**config.mk**
```make
export PLATFORM = sky130hd
export DESIGN_NAME = uart_threshold_bank_flat
export DESIGN_NICKNAME = d
export VERILOG_FILES = /design/src/rtl/uart_cmd_pkg.sv /design/src/rtl/uart_threshold_bank_if.sv /design/src/rtl/uart_rsp_sequencer.sv /design/src/rtl/uart_threshold_bank.sv /design/src/flat_wrapper.sv
export SDC_FILE = /design/constraint.sdc
export NUM_CORES = 1
export LEC_CHECK = 0
export CORE_MARGIN = 2
export CORE_UTILIZATION = 45
export DETAILED_ROUTE_END_ITERATION = 7
export PLACE_DENSITY = 0.71
export SLEW_MARGIN = 20
export SYNTH_ARGS = -nofsm -noshare
export SYNTH_HDL_FRONTEND = slang
export SYNTH_SLANG_ARGS = --single-unit
```
**constraint.sdc**
```tcl
create_clock -name clk -period 3.5 [get_ports clk]
set_input_delay 0.35 -clock clk [delete_from_list [all_inputs] [get_ports clk]]
set_output_delay 0.35 -clock clk [all_outputs]
set_load 0.02 [all_outputs]
```
**src/rtl/uart_cmd_pkg.sv**
```systemverilog
// Shared command constants, FSM state type and ASCII helper for the UART threshold bank.
package uart_cmd_pkg;

   localparam logic [7:0] CMD_INC  = "w";
   localparam logic [7:0] CMD_DEC  = "s";
   localparam logic [7:0] CMD_READ = "r";
   localparam logic [7:0] CMD_LOCK = "x";
   localparam logic [7:0] CH_BASE  = "A";
   localparam logic [7:0] RSP_ERR  = "?";
   localparam logic [7:0] RSP_DENY = "!";
   localparam logic [7:0] CR       = 8'h0D;

   // Longest response: four hex digits plus CR.
   localparam int RSP_MAX = 5;

   typedef enum logic [2:0] {
      ST_IDLE,
      ST_EXEC,
      ST_LOAD,
      ST_SEND,
      ST_WAIT
   } state_t;

   function automatic logic [7:0] hex_nibble_to_ascii(input logic [3:0] nib);
      return (nib < 4'd10) ? (8'h30 + {4'h0, nib}) : (8'h37 + {4'h0, nib});
   endfunction

endpackage

```
**src/rtl/uart_threshold_bank_if.sv**
```systemverilog
// Byte-level link between the threshold bank and the uart_rx / uart_tx pair.
interface uart_threshold_bank_if;

   logic [7:0] rx_data;
   logic       rx_valid;
   logic [7:0] tx_data;
   logic       tx_start;
   logic       tx_idle_ready;

   modport slave (
      input  rx_data, rx_valid, tx_idle_ready,
      output tx_data, tx_start
   );

   modport master (
      output rx_data, rx_valid, tx_idle_ready,
      input  tx_data, tx_start
   );

endinterface

```
**src/rtl/uart_rsp_sequencer.sv**
```systemverilog
// Streams a latched response buffer to uart_tx, one byte outstanding at a time.
module uart_rsp_sequencer
   import uart_cmd_pkg::*;
(
   input  logic                    clk,
   input  logic                    rst,
   input  logic                    start,
   input  logic [RSP_MAX-1:0][7:0] rsp_buf,
   input  logic [2:0]              rsp_len,
   input  logic                    tx_idle_ready,
   output logic [7:0]              tx_data,
   output logic                    tx_start,
   output logic                    done
);

   state_t                  state_reg, state_next;
   logic [RSP_MAX-1:0][7:0] buf_reg;
   logic [2:0]              len_reg;
   logic [2:0]              idx_reg;
   logic [7:0]              tx_data_reg;
   logic                    seen_low_reg;
   logic                    last_byte;

   assign last_byte = ((idx_reg + 3'd1) >= len_reg);

   always_ff @(posedge clk) begin
      if (rst) state_reg <= ST_IDLE;
      else     state_reg <= state_next;
   end

   always_comb begin
      state_next = state_reg;
      case (state_reg)
         ST_IDLE: if (start) state_next = ST_LOAD;
         ST_LOAD: state_next = ST_SEND;
         ST_SEND: if (tx_idle_ready) state_next = ST_WAIT;
         // A byte is only finished once the transmitter has gone busy and come back.
         ST_WAIT: if (seen_low_reg && tx_idle_ready) state_next = last_byte ? ST_IDLE : ST_LOAD;
         default: state_next = ST_IDLE;
      endcase
   end

   always_comb begin
      tx_start = (state_reg == ST_SEND) && tx_idle_ready;
      done     = (state_reg == ST_WAIT) && seen_low_reg && tx_idle_ready && last_byte;
   end

   always_ff @(posedge clk) begin
      if (rst) begin
         buf_reg      <= '0;
         len_reg      <= '0;
         idx_reg      <= '0;
         tx_data_reg  <= '0;
         seen_low_reg <= 1'b0;
      end else begin
         if (state_reg == ST_IDLE && start) begin
            buf_reg <= rsp_buf;
            len_reg <= rsp_len;
            idx_reg <= '0;
         end
         if (state_reg == ST_LOAD) tx_data_reg <= buf_reg[idx_reg];
         if (state_reg == ST_SEND)
            seen_low_reg <= 1'b0;
         else if (state_reg == ST_WAIT && !tx_idle_ready)
            seen_low_reg <= 1'b1;
         if (state_reg == ST_WAIT && state_next == ST_LOAD) idx_reg <= idx_reg + 3'd1;
      end
   end

   assign tx_data = tx_data_reg;

endmodule

```
**src/rtl/uart_threshold_bank.sv**
```systemverilog
// ASCII-commanded bank of NUM_CH saturating threshold registers with hex read-back.
// Optional THRESH_LOCK_EN adds an 'x'-toggled lock that blocks 'w'/'s'.
module uart_threshold_bank
   import uart_cmd_pkg::*;
#(
   parameter int  NUM_CH    = 9,
   parameter int  TH_W      = 8,
   parameter int  STEP      = 1,
   parameter int  RESET_VAL = 2**(TH_W-1),
   localparam int SEL_W     = (NUM_CH > 1) ? $clog2(NUM_CH) : 1
)(
   input  logic                   clk,
   input  logic                   rst,
   uart_threshold_bank_if.slave   bus,
   output logic [NUM_CH*TH_W-1:0] th_flat,
   output logic [SEL_W-1:0]       sel_ch,
   output logic                   sel_valid,
   output logic                   err_pulse
);

   localparam int              HEX_DIGITS = (TH_W + 3) / 4;
   localparam logic [TH_W:0]   TH_MAX     = {1'b0, {TH_W{1'b1}}};
   localparam logic [TH_W:0]   STEP_EXT   = STEP[TH_W:0];
   localparam logic [TH_W-1:0] TH_RESET   = RESET_VAL[TH_W-1:0];

   state_t                  state_reg, state_next;
   logic [7:0]              cmd_reg;
   logic [TH_W-1:0]         th_reg [NUM_CH];
   logic [SEL_W-1:0]        sel_reg;
   logic                    sel_valid_reg;
   logic                    err_reg;
   logic                    exec_en;
   logic                    seq_done;
   logic [7:0]              ch_off;
   logic                    is_sel, is_th_cmd;
   logic [TH_W-1:0]         cur_th, inc_val, dec_val, new_th;
   logic [TH_W:0]           inc_sum, dec_diff;
   logic                    wr_en, sel_load, cmd_err, rsp_hex;
   logic [7:0]              rsp_byte;
   logic [4*HEX_DIGITS-1:0] hex_val;
   logic [7:0]              hex_chars [HEX_DIGITS];
   logic [RSP_MAX-1:0][7:0] rsp_buf;
   logic [2:0]              rsp_len;

`ifdef THRESH_LOCK_EN
   localparam logic [7:0] RSP_LOCKED   = "L";
   localparam logic [7:0] RSP_UNLOCKED = "U";
   logic lock_reg;
   logic lock_toggle;
`endif

   always_ff @(posedge clk) begin
      if (rst) state_reg <= ST_IDLE;
      else     state_reg <= state_next;
   end

   // ST_WAIT here covers the whole response; the sequencer owns the byte-level handshake.
   always_comb begin
      state_next = state_reg;
      case (state_reg)
         ST_IDLE: if (bus.rx_valid) state_next = ST_EXEC;
         ST_EXEC: state_next = ST_WAIT;
         ST_WAIT: if (seq_done) state_next = ST_IDLE;
         default: state_next = ST_IDLE;
      endcase
   end

   always_comb begin
      exec_en = (state_reg == ST_EXEC);
   end

   assign ch_off    = cmd_reg - CH_BASE;
   assign is_sel    = (cmd_reg >= CH_BASE) && ({24'd0, ch_off} < 32'(NUM_CH));
   assign is_th_cmd = (cmd_reg == CMD_INC) || (cmd_reg == CMD_DEC) || (cmd_reg == CMD_READ);
   assign cur_th    = th_reg[sel_reg];

   // One spare bit keeps both directions free of wrap-around before clamping.
   always_comb begin
      inc_sum  = {1'b0, cur_th} + STEP_EXT;
      dec_diff = {1'b0, cur_th} - STEP_EXT;
      inc_val  = (inc_sum > TH_MAX) ? TH_MAX[TH_W-1:0] : inc_sum[TH_W-1:0];
      dec_val  = dec_diff[TH_W] ? '0 : dec_diff[TH_W-1:0];
   end

   always_comb begin
      wr_en    = 1'b0;
      sel_load = 1'b0;
      cmd_err  = 1'b0;
      rsp_hex  = 1'b0;
      rsp_byte = RSP_ERR;
      new_th   = cur_th;
`ifdef THRESH_LOCK_EN
      lock_toggle = 1'b0;
`endif
      if (is_sel) begin
         sel_load = 1'b1;
         rsp_byte = cmd_reg;
      end else if (is_th_cmd) begin
         if (!sel_valid_reg)
            cmd_err = 1'b1;
`ifdef THRESH_LOCK_EN
         else if (lock_reg && (cmd_reg != CMD_READ)) begin
            cmd_err  = 1'b1;
            rsp_byte = RSP_DENY;
         end
`endif
         else begin
            rsp_hex = 1'b1;
            if (cmd_reg == CMD_INC) begin
               new_th = inc_val;
               wr_en  = 1'b1;
            end else if (cmd_reg == CMD_DEC) begin
               new_th = dec_val;
               wr_en  = 1'b1;
            end
         end
      end
`ifdef THRESH_LOCK_EN
      else if (cmd_reg == CMD_LOCK) begin
         lock_toggle = 1'b1;
         rsp_byte    = lock_reg ? RSP_UNLOCKED : RSP_LOCKED;
      end
`endif
      else begin
         cmd_err = 1'b1;
      end
   end

   always_comb begin
      hex_val             = '0;
      hex_val[TH_W-1:0]   = new_th;
   end

   always_comb begin
      rsp_buf = '0;
      rsp_len = 3'd1;
      if (rsp_hex) begin
         for (int d = 0; d < HEX_DIGITS; d++) rsp_buf[d] = hex_chars[d];
         rsp_buf[HEX_DIGITS] = CR;
         rsp_len             = 3'(HEX_DIGITS + 1);
      end else begin
         rsp_buf[0] = rsp_byte;
      end
   end

   generate
      for (genvar gi = 0; gi < HEX_DIGITS; gi++) begin : g_hex
         assign hex_chars[gi] = hex_nibble_to_ascii(hex_val[4*(HEX_DIGITS-1-gi) +: 4]);
      end
      for (genvar gi = 0; gi < NUM_CH; gi++) begin : g_th
         always_ff @(posedge clk) begin
            if (rst)
               th_reg[gi] <= TH_RESET;
            else if (exec_en && wr_en && (sel_reg == SEL_W'(gi)))
               th_reg[gi] <= new_th;
         end
         assign th_flat[gi*TH_W +: TH_W] = th_reg[gi];
      end
   endgenerate

   // Busy drops and rejected commands share the single error pulse.
   always_ff @(posedge clk) begin
      if (rst) begin
         cmd_reg       <= '0;
         sel_reg       <= '0;
         sel_valid_reg <= 1'b0;
         err_reg       <= 1'b0;
      end else begin
         if (state_reg == ST_IDLE && bus.rx_valid) cmd_reg <= bus.rx_data;
         if (exec_en && sel_load) begin
            sel_reg       <= ch_off[SEL_W-1:0];
            sel_valid_reg <= 1'b1;
         end
         err_reg <= (bus.rx_valid && (state_reg != ST_IDLE)) || (exec_en && cmd_err);
      end
   end

`ifdef THRESH_LOCK_EN
   always_ff @(posedge clk) begin
      if (rst) lock_reg <= 1'b0;
      else     lock_reg <= lock_reg ^ (exec_en & lock_toggle);
   end
`endif

   uart_rsp_sequencer u_seq (
      .clk           (clk),
      .rst           (rst),
      .start         (exec_en),
      .rsp_buf       (rsp_buf),
      .rsp_len       (rsp_len),
      .tx_idle_ready (bus.tx_idle_ready),
      .tx_data       (bus.tx_data),
      .tx_start      (bus.tx_start),
      .done          (seq_done)
   );

   assign sel_ch    = sel_reg;
   assign sel_valid = sel_valid_reg;
   assign err_pulse = err_reg;

endmodule

```
**src/flat_wrapper.sv**
```systemverilog
// flat-port wrapper written by rule: the top's interface ports become plain ports
module uart_threshold_bank_flat import uart_cmd_pkg::*;
#(
   parameter int  NUM_CH    = 9,
   parameter int  TH_W      = 8,
   parameter int  STEP      = 1,
   parameter int  RESET_VAL = 2**(TH_W-1),
   localparam int SEL_W     = (NUM_CH > 1) ? $clog2(NUM_CH) : 1
)
  (clk, rst, th_flat, sel_ch, sel_valid, err_pulse, bus_rx_data, bus_rx_valid, bus_tx_idle_ready, bus_tx_data, bus_tx_start);
  uart_threshold_bank_if bus_i ();
  input  logic clk;
  input  logic rst;
  output logic [NUM_CH*TH_W-1:0] th_flat;
  output logic [SEL_W-1:0] sel_ch;
  output logic sel_valid;
  output logic err_pulse;
  input wire logic [$bits(bus_i.rx_data)-1:0] bus_rx_data;
  input wire logic [$bits(bus_i.rx_valid)-1:0] bus_rx_valid;
  input wire logic [$bits(bus_i.tx_idle_ready)-1:0] bus_tx_idle_ready;
  output wire logic [$bits(bus_i.tx_data)-1:0] bus_tx_data;
  output wire logic [$bits(bus_i.tx_start)-1:0] bus_tx_start;
  assign bus_i.rx_data = bus_rx_data;
  assign bus_i.rx_valid = bus_rx_valid;
  assign bus_i.tx_idle_ready = bus_tx_idle_ready;
  assign bus_tx_data = bus_i.tx_data;
  assign bus_tx_start = bus_i.tx_start;
  uart_threshold_bank #(.NUM_CH(NUM_CH), .TH_W(TH_W), .STEP(STEP), .RESET_VAL(RESET_VAL)) u_core (.clk(clk), .rst(rst), .bus(bus_i), .th_flat(th_flat), .sel_ch(sel_ch), .sel_valid(sel_valid), .err_pulse(err_pulse));
endmodule
```
==> metrics.yaml <==
antenna_found_initial: 0
ys_types: 70
cp-start-kind: "flop"
crit_type: "reg2reg"
cp_num_buf_inv: 2
finalPower_mw: 3.700
setup_viol: 0
rsz0062_at_grt: "true"
hold_buffers: 0
p_per_area_mw_per_mm2: 439.2
worst_ir_drop_vdd_v: 0.0003022
finClkSkew_ps: 15.53
layout_setup_ws_ps: 64.41
report.final.slew_viol_count: 0
layout_common_cells: "nor2_1 (113), clkdlybuf4s50_1 (97), edfxtp_1 (72)"
syn_inst: 628
ant_nets: 0
cellLeakagePower_nw: 3.045
final_hold_viol_count: 0
rrSetupSlack_ps: 60
drive_gt1_share_pct: 18.16
drt_iter0_drc: 470
outcome: "complete, no violations"
wl_per_cell_um: 19.14
die_area_sq_mm: 0.01495
cts-buffers-inserted: 17
firstDrtPassIters: 7
nets: 781
syn_avg_cell_area_sq_um: 10.02
ys_ff_latch: 124
synth-edff-count: 72
ys_warn_count: 0
drc: 0
slowest_delay_ps: 500
crit_path_cell_trace: "buf_12 > mux2i_1 > a22o_1 > o31ai_4 > and4_1 > a21o_1 > a21oi_1 > or3_1 > and2_1 > ha_2 > inv_1 > o21bai_1 > o211a_1 > o41ai_2"
yosys.area.top_type: "edfxtp_1"
die_w_um: 122.3
crit_required_ps: 3830
synthAdderAreaFrac_pct: 2.187
critPathMaxFanout: 9
timing.rr.end: "u_core.u_seq.buf_reg[2]"
rows: 43
layout_commonest_cell: "nor2_1"
cts_buffer_depth: 2
place_ws_ps: -18.32
placed_cell_area_sq_mm: 0.007667
vias: 5468
netlist_area_sq_mm: 0.006292
grt-ovfl-total: 0
drt-total-wl_mm: 18.21
hold_class: "in2reg"
place.gp.congestion: 0.9637
track_usage_pct: 24.60
rr_worst_depth: 14
portBuffers: 98
maxCapViolCount: 0
synth_nets: 651
ios: 99
synth_top_area_share_pct: 34.36
min_period_ps: 3436
grt_pass1_wl_mm: 27.81
synth_ff_type: "edfxtp_1"
clk_latency_ps: 430
clock-sinks: 124
yosysSeqAreaShare_pct: 50.90
worst_pin_slew_ps: 886.4
coreArea_sq_mm: 0.01377
grt_pass1_vias: 5204
crit_family: "compound AO/OA/AOI/OAI gates"
synth_compound_area_share_pct: 15.07
via_per_inst: 5.750
worstSetupEndpoint: "u_core.u_seq.buf_reg[2]"
tritoncts: "yes"
htree_num_levels: 4
grt_max_degree: 34
yosys.area_share.simple_pct: 20.36
fin_crit_sh_pct: 98.16
largest_reg_flops: 72
max-slew-margin-rel_pct: 40.45
dp_cells: 915
clkTransAtPathRegs_ps: 60
root_buffer: "clkbuf_16"
initial_core_util_pct: 45.68
cp_slowest_cell: "o31ai_4"
synth_xor_xnor_area_share_pct: 0.8352
instances_no_fill: 951
synth_area_leaders: "edfxtp_1 (34%), dfxtp_1 (17%), nor2_1 (6.8%)"
ys_async_sr_fraction_pct: 0
die_h_um: 122.3
stdcell_area_sq_mm: 0.008424
dp_hpwl_mm: 13.36
synthToLayoutAreaGrowth_pct: 33.88
synth_mux_area_share_pct: 7.119
antenna-diode-count: 0
cp.depth: 14
critPathCaptureType: "flop"
timing.fmax_mhz: 291.1
synth_top_family_by_area: "simple AND/OR/NAND/NOR gates"
worstPathArrival_ps: 3770
[through the flow]
stage          TNS [ps]  hold slack [ps]  util [%]
4_1_cts               0            352.8     59.94
2_1_floorplan         0            419.6         -
6_report              0            366.6     61.16
3_5_place_dp     -31.70            449.3     55.67
3_3_place_gp          0            441.0     55.67
5_1_grt          -87.47            382.2     61.16
[final cells by class]
class,instances,area (sq um)
tap,180,225.2
inverter,10,37.54
timing repair buffer,147,1404
clock inverter,15,151.4
sequential,124,3207
multi-input combinational,458,2974
clock buffer,17,425.4
fill,1134,5349
[cell families (layout without fill, tap and decap cells)]
group	after synthesis	in the layout
xor gates and xnor gates	6	6
adders and majority gates	11	11
DFF	124	124
AOI/OAI and AO/OA	129	129
and+or+nand+nor	270	270
muxes	42	42
buffers and inverters	46	189
[power by group]
group	switching, mW	internal, mW	leakage, nW	total (mW)
Combinational	0.206	0.151	1.64	0.357
Clock	0.722	0.996	0.267	1.72
Sequential	0.0395	1.59	1.13	1.63
Total	0.967	2.73	3.04	3.70
[worst register-to-register path, stage by stage, from the launching register on]
cell and delay, ps:
dfxtp_4 380, buf_12 160, mux2i_1 120, a22o_1 300
o31ai_4 500, and4_1 350, a21o_1 140, a21oi_1 80
or3_1 380, and2_1 210, ha_2 210, inv_1 50
o21bai_1 70, o211a_1 140, o41ai_2 260
[worst min-delay path by stage]
| stage | depth (start not counted) | start | to | slack [ps] |
|---|---|---|---|---|
| 2_1_floorplan | 2 | u_core.u_seq.buf_reg[13] | u_core.u_seq.buf_reg[13] | 420 |
| 3_5_place_dp | 1 | u_core.u_seq.buf_reg[7] | u_core.u_seq.buf_reg[7] | 450 |
| 4_1_cts | 2 | rst | u_core.sel_valid | 350 |
| 5_1_grt | 2 | rst | u_core.sel_valid | 380 |
| 3_3_place_gp | 2 | u_core.u_seq.buf_reg[5] | u_core.u_seq.buf_reg[5] | 440 |
| 6_report | 2 | rst | u_core.sel_valid | 370 |
[cells in the mapped netlist (3+ instances only)]
master,count
nor2_1,114
edfxtp_1,72
nand2_1,64
dfxtp_1,52
a21oi_1,27
clkbuf_1,22
mux2_2,22
mux2i_1,20
o21ai_0,18
nand3_1,13
nand2b_1,12
a22o_1,11
ha_1,11
nor3_1,11
o22ai_1,10
a21o_1,8
inv_1,8
nor2b_1,8
and3_1,7
buf_1,7
a211oi_1,6
nand3b_1,6
a31oi_1,5
and2_1,5
or3_1,5
a22oi_1,4
a31o_2,4
buf_6,4
nand4_1,4
nand4b_1,3
nor3b_1,3
o2bb2ai_1,3
o31a_1,3
xnor2_1,3
xor2_1,3
[repair_timing]
item	in CTS	in global routing
gates cloned	0	2
gates resized for setup	2	22
pin swaps	0	7
buffers inserted	0	2
endpoints found under the setup margin	2	22
[layer usage]
| layer | part of all wire [%] | GRT usage [%] | vias up |
|---|---|---|---|
| li1 | - | - | 2565 |
| met1 | 41 | 31.07 | 2623 |
| met2 | 50 | 41.63 | 249 |
| met3 | 6.6 | 5.112 | 31 |
| met4 | 2.4 | 9.052 | 0 |
| met5 | 0 | 0 | - |
No activity file was read; power rests on OpenSTA's default activity.
